$ cat config.mk
export PLATFORM = sky130hd
export DESIGN_NAME = gpio_intr_gateway_flat
export DESIGN_NICKNAME = d
export VERILOG_FILES = /design/src/rtl/gpio_intr_gateway_if.sv /design/src/rtl/gpio_intr_gateway.sv /design/src/flat_wrapper.sv
export SDC_FILE = /design/constraint.sdc
export NUM_CORES = 1
export LEC_CHECK = 0
export CAP_MARGIN = 20
export CORE_MARGIN = 4
export CORE_UTILIZATION = 35
export DETAILED_ROUTE_END_ITERATION = 7
export SYNTH_ARGS = -nofsm -noshare
export SYNTH_HDL_FRONTEND = slang
export SYNTH_SLANG_ARGS = --single-unit
$ cat constraint.sdc
create_clock -name clk_i -period 3.1 [get_ports clk_i]
set_clock_uncertainty 0.2 [all_clocks]
set_input_delay 0.31 -clock clk_i [delete_from_list [all_inputs] [get_ports clk_i]]
set_output_delay 0.31 -clock clk_i [all_outputs]
set_load 0.01 [all_outputs]
$ cat src/rtl/gpio_intr_gateway_if.sv
// Core-facing bundle for the GPIO interrupt gateway.
// master: CSR/bus glue side; drives raw lines, modes, enables and the claim/complete strobes.
// slave : the gateway; returns irq_o and irq_id_o.
interface gpio_intr_gateway_if #(
  parameter int NumSrc = 32,
  parameter int IdW    = $clog2(NumSrc + 1)
);
  logic [NumSrc-1:0] intr_src_i;
  logic [NumSrc-1:0] src_le_i;
  logic [NumSrc-1:0] src_en_i;
  logic              claim_i;
  logic              complete_i;
  logic [IdW-1:0]    complete_id_i;
  logic              irq_o;
  logic [IdW-1:0]    irq_id_o;

  modport master (
    output intr_src_i, src_le_i, src_en_i, claim_i, complete_i, complete_id_i,
    input  irq_o, irq_id_o
  );

  modport slave (
    input  intr_src_i, src_le_i, src_en_i, claim_i, complete_i, complete_id_i,
    output irq_o, irq_id_o
  );
endinterface

$ cat src/rtl/gpio_intr_gateway.sv
// Per-source interrupt gateway with lowest-index priority selection.
// Ports:
//   clk_i  - clock
//   rst_ni - synchronous active-low reset
//   bus    - gpio_intr_gateway_if.slave: raw lines, per-source mode/enable,
//            claim/complete strobes in; irq_o / irq_id_o out (registered).
//
// state       | meaning
// ------------+-------------------------------------------------------------
// ST_IDLE     | no request outstanding; a trigger moves it to PENDING
// ST_PENDING  | requesting; presented when enabled and highest priority
// ST_INFLIGHT | claimed by software; waits for complete, may queue one edge
module gpio_intr_gateway #(
  parameter int NumSrc = 32,
  parameter int IdW    = $clog2(NumSrc + 1)
) (
  input logic                clk_i,
  input logic                rst_ni,
  gpio_intr_gateway_if.slave bus
);

  typedef enum logic [1:0] {
    ST_IDLE     = 2'd0,
    ST_PENDING  = 2'd1,
    ST_INFLIGHT = 2'd2
  } state_e;

  state_e            state_q [NumSrc];
  state_e            state_d [NumSrc];
  logic [NumSrc-1:0] edge_seen_q, edge_seen_d;
  logic [NumSrc-1:0] src_q, src_d;
  logic              irq_q, irq_d;
  logic [IdW-1:0]    irq_id_q, irq_id_d;

  logic [NumSrc-1:0] rise, trig, claim_hit, comp_hit;
  logic [NumSrc-1:0] pending_next, sel;

  // Trigger and strobe decode. A claim only lands on the source currently
  // presented, so it is matched against the registered outputs.
  always_comb begin
    src_d     = bus.intr_src_i;
    rise      = bus.intr_src_i & ~src_q;
    trig      = (bus.src_le_i & rise) | (~bus.src_le_i & bus.intr_src_i);
    claim_hit = '0;
    comp_hit  = '0;
    for (int i = 0; i < NumSrc; i++) begin
      claim_hit[i] = bus.claim_i & irq_q & (irq_id_q == IdW'(i + 1));
      comp_hit[i]  = bus.complete_i & (bus.complete_id_i == IdW'(i + 1));
    end
  end

  // Next-state logic, one small FSM per source.
  always_comb begin
    edge_seen_d = edge_seen_q;
    for (int i = 0; i < NumSrc; i++) begin
      state_d[i] = state_q[i];
      case (state_q[i])
        ST_IDLE: begin
          if (trig[i]) state_d[i] = ST_PENDING;
        end
        ST_PENDING: begin
          if (claim_hit[i]) state_d[i] = ST_INFLIGHT;
        end
        ST_INFLIGHT: begin
          if (comp_hit[i]) begin
            // A queued edge or a still-asserted level re-requests at once.
            if (edge_seen_q[i] || (!bus.src_le_i[i] && bus.intr_src_i[i])) begin
              state_d[i] = ST_PENDING;
            end else begin
              state_d[i] = ST_IDLE;
            end
            edge_seen_d[i] = 1'b0;
          end else if (bus.src_le_i[i] && rise[i]) begin
            edge_seen_d[i] = 1'b1;
          end
        end
        default: state_d[i] = ST_IDLE;
      endcase
    end
  end

  // Output logic: select from the post-update pending vector so the
  // registered outputs reflect the state after this edge.
  always_comb begin
    for (int i = 0; i < NumSrc; i++) begin
      pending_next[i] = (state_d[i] == ST_PENDING);
    end
    sel      = pending_next & bus.src_en_i;
    irq_d    = |sel;
    irq_id_d = '0;
    // Scan high to low so the lowest index is written last and wins.
    for (int i = NumSrc - 1; i >= 0; i--) begin
      if (sel[i]) irq_id_d = IdW'(i + 1);
    end
  end

  always_ff @(posedge clk_i) begin
    if (!rst_ni) begin
      for (int i = 0; i < NumSrc; i++) begin
        state_q[i] <= ST_IDLE;
      end
      edge_seen_q <= '0;
      src_q       <= '0;
      irq_q       <= 1'b0;
      irq_id_q    <= '0;
    end else begin
      for (int i = 0; i < NumSrc; i++) begin
        state_q[i] <= state_d[i];
      end
      edge_seen_q <= edge_seen_d;
      src_q       <= src_d;
      irq_q       <= irq_d;
      irq_id_q    <= irq_id_d;
    end
  end

  assign bus.irq_o    = irq_q;
  assign bus.irq_id_o = irq_id_q;

endmodule

$ cat src/flat_wrapper.sv
// flat-port wrapper written by rule: the top's interface ports become plain ports
module gpio_intr_gateway_flat 
#(
  parameter int NumSrc = 32,
  parameter int IdW    = $clog2(NumSrc + 1)
)
  (clk_i, rst_ni, bus_intr_src_i, bus_src_le_i, bus_src_en_i, bus_claim_i, bus_complete_i, bus_complete_id_i, bus_irq_o, bus_irq_id_o);
  gpio_intr_gateway_if #(.NumSrc(NumSrc), .IdW(IdW)) bus_i ();
  input logic clk_i;
  input logic rst_ni;
  input wire logic [$bits(bus_i.intr_src_i)-1:0] bus_intr_src_i;
  input wire logic [$bits(bus_i.src_le_i)-1:0] bus_src_le_i;
  input wire logic [$bits(bus_i.src_en_i)-1:0] bus_src_en_i;
  input wire logic [$bits(bus_i.claim_i)-1:0] bus_claim_i;
  input wire logic [$bits(bus_i.complete_i)-1:0] bus_complete_i;
  input wire logic [$bits(bus_i.complete_id_i)-1:0] bus_complete_id_i;
  output wire logic [$bits(bus_i.irq_o)-1:0] bus_irq_o;
  output wire logic [$bits(bus_i.irq_id_o)-1:0] bus_irq_id_o;
  assign bus_i.intr_src_i = bus_intr_src_i;
  assign bus_i.src_le_i = bus_src_le_i;
  assign bus_i.src_en_i = bus_src_en_i;
  assign bus_i.claim_i = bus_claim_i;
  assign bus_i.complete_i = bus_complete_i;
  assign bus_i.complete_id_i = bus_complete_id_i;
  assign bus_irq_o = bus_i.irq_o;
  assign bus_irq_id_o = bus_i.irq_id_o;
  gpio_intr_gateway #(.NumSrc(NumSrc), .IdW(IdW)) u_core (.clk_i(clk_i), .rst_ni(rst_ni), .bus(bus_i));
endmodule
==> results.txt, run 1 <==
The weighted congestion reported at the end of routability-driven placement was 0.934; the internal power was 3.51 mW. The fraction of layout cells with a size suffix above 1 was 0.155. The first-pass GRT wire length was 38,600 µm; the number of diodes added for antenna fixing was 0.

At the pin with the least slew margin, the transition time is 0.774 ns. The startpoint identified for the worst register-to-register timing path is u_core.bus.irq_id_o[0]$_SDFF_PN0_. For the layout net count, the log shows 1,256. Setup repair after global routing left no endpoint under its margin. The proportion of synthesized flip-flops having asynchronous set or reset is 0, and the placement-stage worst setup slack is -0.230 ns. The tools report the number of max-slew violations in the final report as 0. The leading register cell type out of synthesis is sky130_fd_sc_hd__dfxtp_1. STA classifies the critical path startpoint as a primary input. The average cell area after synthesis was 7.85 µm². The run gives 1,401 as the post-placement cell count.

The total count of hold-check failures in the final report was 0; the overall die width was 152 µm. The worst relative slew slack is 0.484, and the CTS clock-pin slew for the worst setup and hold paths is 0.06 ns. The library cell appearing most often on the critical path is sky130_fd_sc_hd__buf_4. The die covers 23,000 µm².

The number of inserted filler cells in the final layout came out at 1,985. The run gives 1 as the initial antenna violation count. The clock insertion delay at the later pin of the skew report was 0.42 ns. The clock network power share was 0.432.

The clock net sink count is 135. The total area inside the core boundary comes to 20,300 µm². For this block, the initial DRC count from the detailed router was 516. Once detail routing completed, the nets flagged for antenna violations numbered 0. For the number of iterations in the first detailed-routing pass, the log shows 5. Worst ir drop on vdd: 0.360 mV. The cell area after synthesis was 7240 µm². Slack of the critical path: 0.165 ns. The highest attainable clock frequency was 341 MHz. Detailed placement ended at an HPWL of 19,500 µm. The tools report the fraction of the yosys area taken by sequential cells as 0.374.

After layout, the design draws a total of 4.80 mW. The worst setup path is captured at a flip-flop. For the worst setup path, the data required time is 3.19 ns. The combinational group share of total power is 0.179. Synthesis produced 922 cells. The critical path starts at bus_complete_id_i[1]. The cell type of the slowest stage on the worst timing path is sky130_fd_sc_hd__nor2_1.

The total of endpoints with negative setup slack in the final report was 0; the portion of the clock cycle consumed by the worst path in the final layout was 0.947. The number of cells in the finished layout apart from fillers is 1,432. The startpoint identified for the worst hold timing path is rst_ni.

In this run the tool buffered the top-level ports with 112 buffer cells. In this run, CTS created clock tree buffers numbering 17. The type of the worst setup path is primary input to flip-flop. For this run, design rule violations remaining after detail routing come to 0. The power per cell area was 471 nW/µm².

The clock passes through at most 2 buffers. Traced cell by cell, the critical path runs through clkdlybuf4s50_1 -> buf_4 -> nor2_1 -> buf_4 -> a31oi_1 -> o32ai_1 -> and2_1 -> a311o_1 -> a21o_1 -> o31a_1 -> o211ai_1. The CTS root buffer was sky130_fd_sc_hd__clkbuf_16. For the aggregate global routing overflow, the log shows 0. The library cell used most frequently in the layout, excluding fill and tap cells, is sky130_fd_sc_hd__dfxtp_1.

In this design, the stage delay of the slowest critical-path cell is 0.52 ns. The net switching fraction of the power came out at 0.268. The flow ran to the end, and the final reports show no timing, DRC or antenna violations. The mean routed wirelength per cell works out to 17.8 µm.

Entering global routing, the biggest net connects 80 pins. Height of the die: 152 µm. In this run the worst hold path is classified as primary input to flip-flop.

The maximum fanout encountered on the critical timing path came out at 10. Number of flops mapped to enable cells by yosys: 0. The logs give 7,786 for the routed via count and 70 for the unique cell type count in the Yosys netlist.

The portion of total power attributed to sequential cells is 0.390. Summed over all nets, the switching power comes to 1.29 mW. From synthesis to final layout, the design area changed by 40.9%.

The synthesized flop and latch total was 135. The logs give 0 for the total of max-cap violations and 4.01 nW for the leakage power. Counting every net in the synthesized netlist gives 1,028. In this run the number of H-tree levels came out at 4. The logs give 7,357 for the number of global-route vias before repair and 3.03 ns for the endpoint arrival time on the critical path.

The Yosys step of the flow raised 0 warnings. Post-layout minimum cycle time: 2.93 ns. Starting density of the core: 0.356. TritonCTS built the clock tree. The routed design has 25,500 µm of wire. The number of setup buffers added after CTS is 0. The top cell types in the final layout, fill and taps aside, are 135 x sky130_fd_sc_hd__dfxtp_1, 127 x sky130_fd_sc_hd__buf_4, 111 x sky130_fd_sc_hd__clkdlybuf4s50_1.

The total I/O pin count is 113. The number of rows in the core area was 52; the ratio of routed vias to standard cells was 5.44. The global-route usage over all layers came out at 0.219.
## cells by family (layout without fill, tap and decap cells)
logic type,count (synthesis),in the layout,share of synthesized area
compound gates,266,266,0.250
buf+inv,91,331,0.0498
flops,135,135,0.374
mux,1,1,0.00138
simple gates,429,429,0.325
## layout make-up
cell class                      count  area [µm²]  share of cell area
Clock buffer                       18         439              0.0431
Clock inverter                     13         155              0.0152
Inverter                           56         210              0.0206
Multi-Input combinational cell    696        4180               0.410
Sequential cell                   135        2700               0.265
Tap cell                          270         338              0.0331
Timing Repair Buffer              244        2170               0.213
## sequential cells by signal (all words and copies together), names as in the netlist
name / cells
u_core.bus.irq_o: 1
u_core.bus.irq_id_o: 6
u_core.edge_seen_q: 32
u_core.state_q: 64
u_core.src_q: 32
## worst max-delay path, delay by kind of cell
family,cells,cell delay (ns)
buffers and inverters,3,0.85
and+or+nand+nor,2,0.79
AOI/OAI and AO/OA,6,1.06
## per-layer routing
| metal | routed length, µm | part of all wire | vias to the layer above | track usage |
|---|---|---|---|---|
| li1 | - | - | 3843 | - |
| met1 | 11500 | 0.45 | 3631 | 0.287 |
| met2 | 11700 | 0.46 | 264 | 0.363 |
| met3 | 1580 | 0.062 | 46 | 0.0410 |
| met4 | 669 | 0.026 | 2 | 0.0755 |
| met5 | 7 | 0.00028 | - | 0 |
## cell usage after synthesis, types with 14 or more instances
master / instances / area [µm²]
sky130_fd_sc_hd__nor2_1: 93 / 349
sky130_fd_sc_hd__a22oi_1: 14 / 105
sky130_fd_sc_hd__inv_1: 55 / 206
sky130_fd_sc_hd__clkbuf_1: 24 / 90.1
sky130_fd_sc_hd__dfxtp_1: 135 / 2700
sky130_fd_sc_hd__a21oi_1: 52 / 260
sky130_fd_sc_hd__and2_1: 52 / 325
sky130_fd_sc_hd__a31oi_1: 26 / 163
sky130_fd_sc_hd__nand2_1: 66 / 248
sky130_fd_sc_hd__nor2b_1: 37 / 231
sky130_fd_sc_hd__o21ai_0: 50 / 250
sky130_fd_sc_hd__nand3_1: 36 / 180
sky130_fd_sc_hd__nor3_1: 29 / 145
sky130_fd_sc_hd__nand2b_1: 32 / 200
## worst paths after layout
kind,end,slack (ns),depth (start not counted)
max,u_core.bus.irq_id_o[0]$_SDFF_PN0_,0.17,11
min,u_core.state_q[0][4]$_SDFF_PN0_,0.16,3
max reg2reg,u_core.bus.irq_o$_SDFF_PN0_,0.21,8
min reg2reg,u_core.edge_seen_q[30]$_SDFFE_PN0P_,0.30,1
## stage by stage
| step | TNS (ns) | utilization | cell area (µm²) | hold WS (ns) |
|---|---|---|---|---|
| detailed placement | -1.05 | 0.473 | 9590 | 0.289 |
| floorplan | 0 | - | 7240 | 0.232 |
| finish | 0 | 0.502 | 10200 | 0.157 |
| CTS | 0 | 0.502 | 10200 | 0.158 |
| global placement | -0.734 | 0.473 | 9590 | 0.282 |
| global route | 0 | 0.502 | 10200 | 0.171 |
## power by group through the flow
stage	Clock [mW]	Combinational, mW	Sequential [mW]
5_1_grt	2.18	0.920	1.88
3_5_place_dp	0	0.843	1.90
3_3_place_gp	0	0.844	1.90
6_report	2.07	0.858	1.87
2_1_floorplan	0	0.356	1.89
4_1_cts	2.10	0.850	1.87
## timing repair
action                                  in CTS  in global routing
endpoints found under the setup margin       0                  4
resized for setup                            0                  2
hold buffers                                 0                  0
Power figures use the tool's default switching activity.
==> run 2, diff against run 1 <==
--- a/config.mk
+++ b/config.mk
@@ -5,7 +5,6 @@
 export SDC_FILE = /design/constraint.sdc
 export NUM_CORES = 1
 export LEC_CHECK = 0
-export CAP_MARGIN = 20
 export CORE_MARGIN = 4
 export CORE_UTILIZATION = 35
 export DETAILED_ROUTE_END_ITERATION = 7
==> results of run 2 <==
The final DEF is identical to that of run 1; final timing and power are the same.
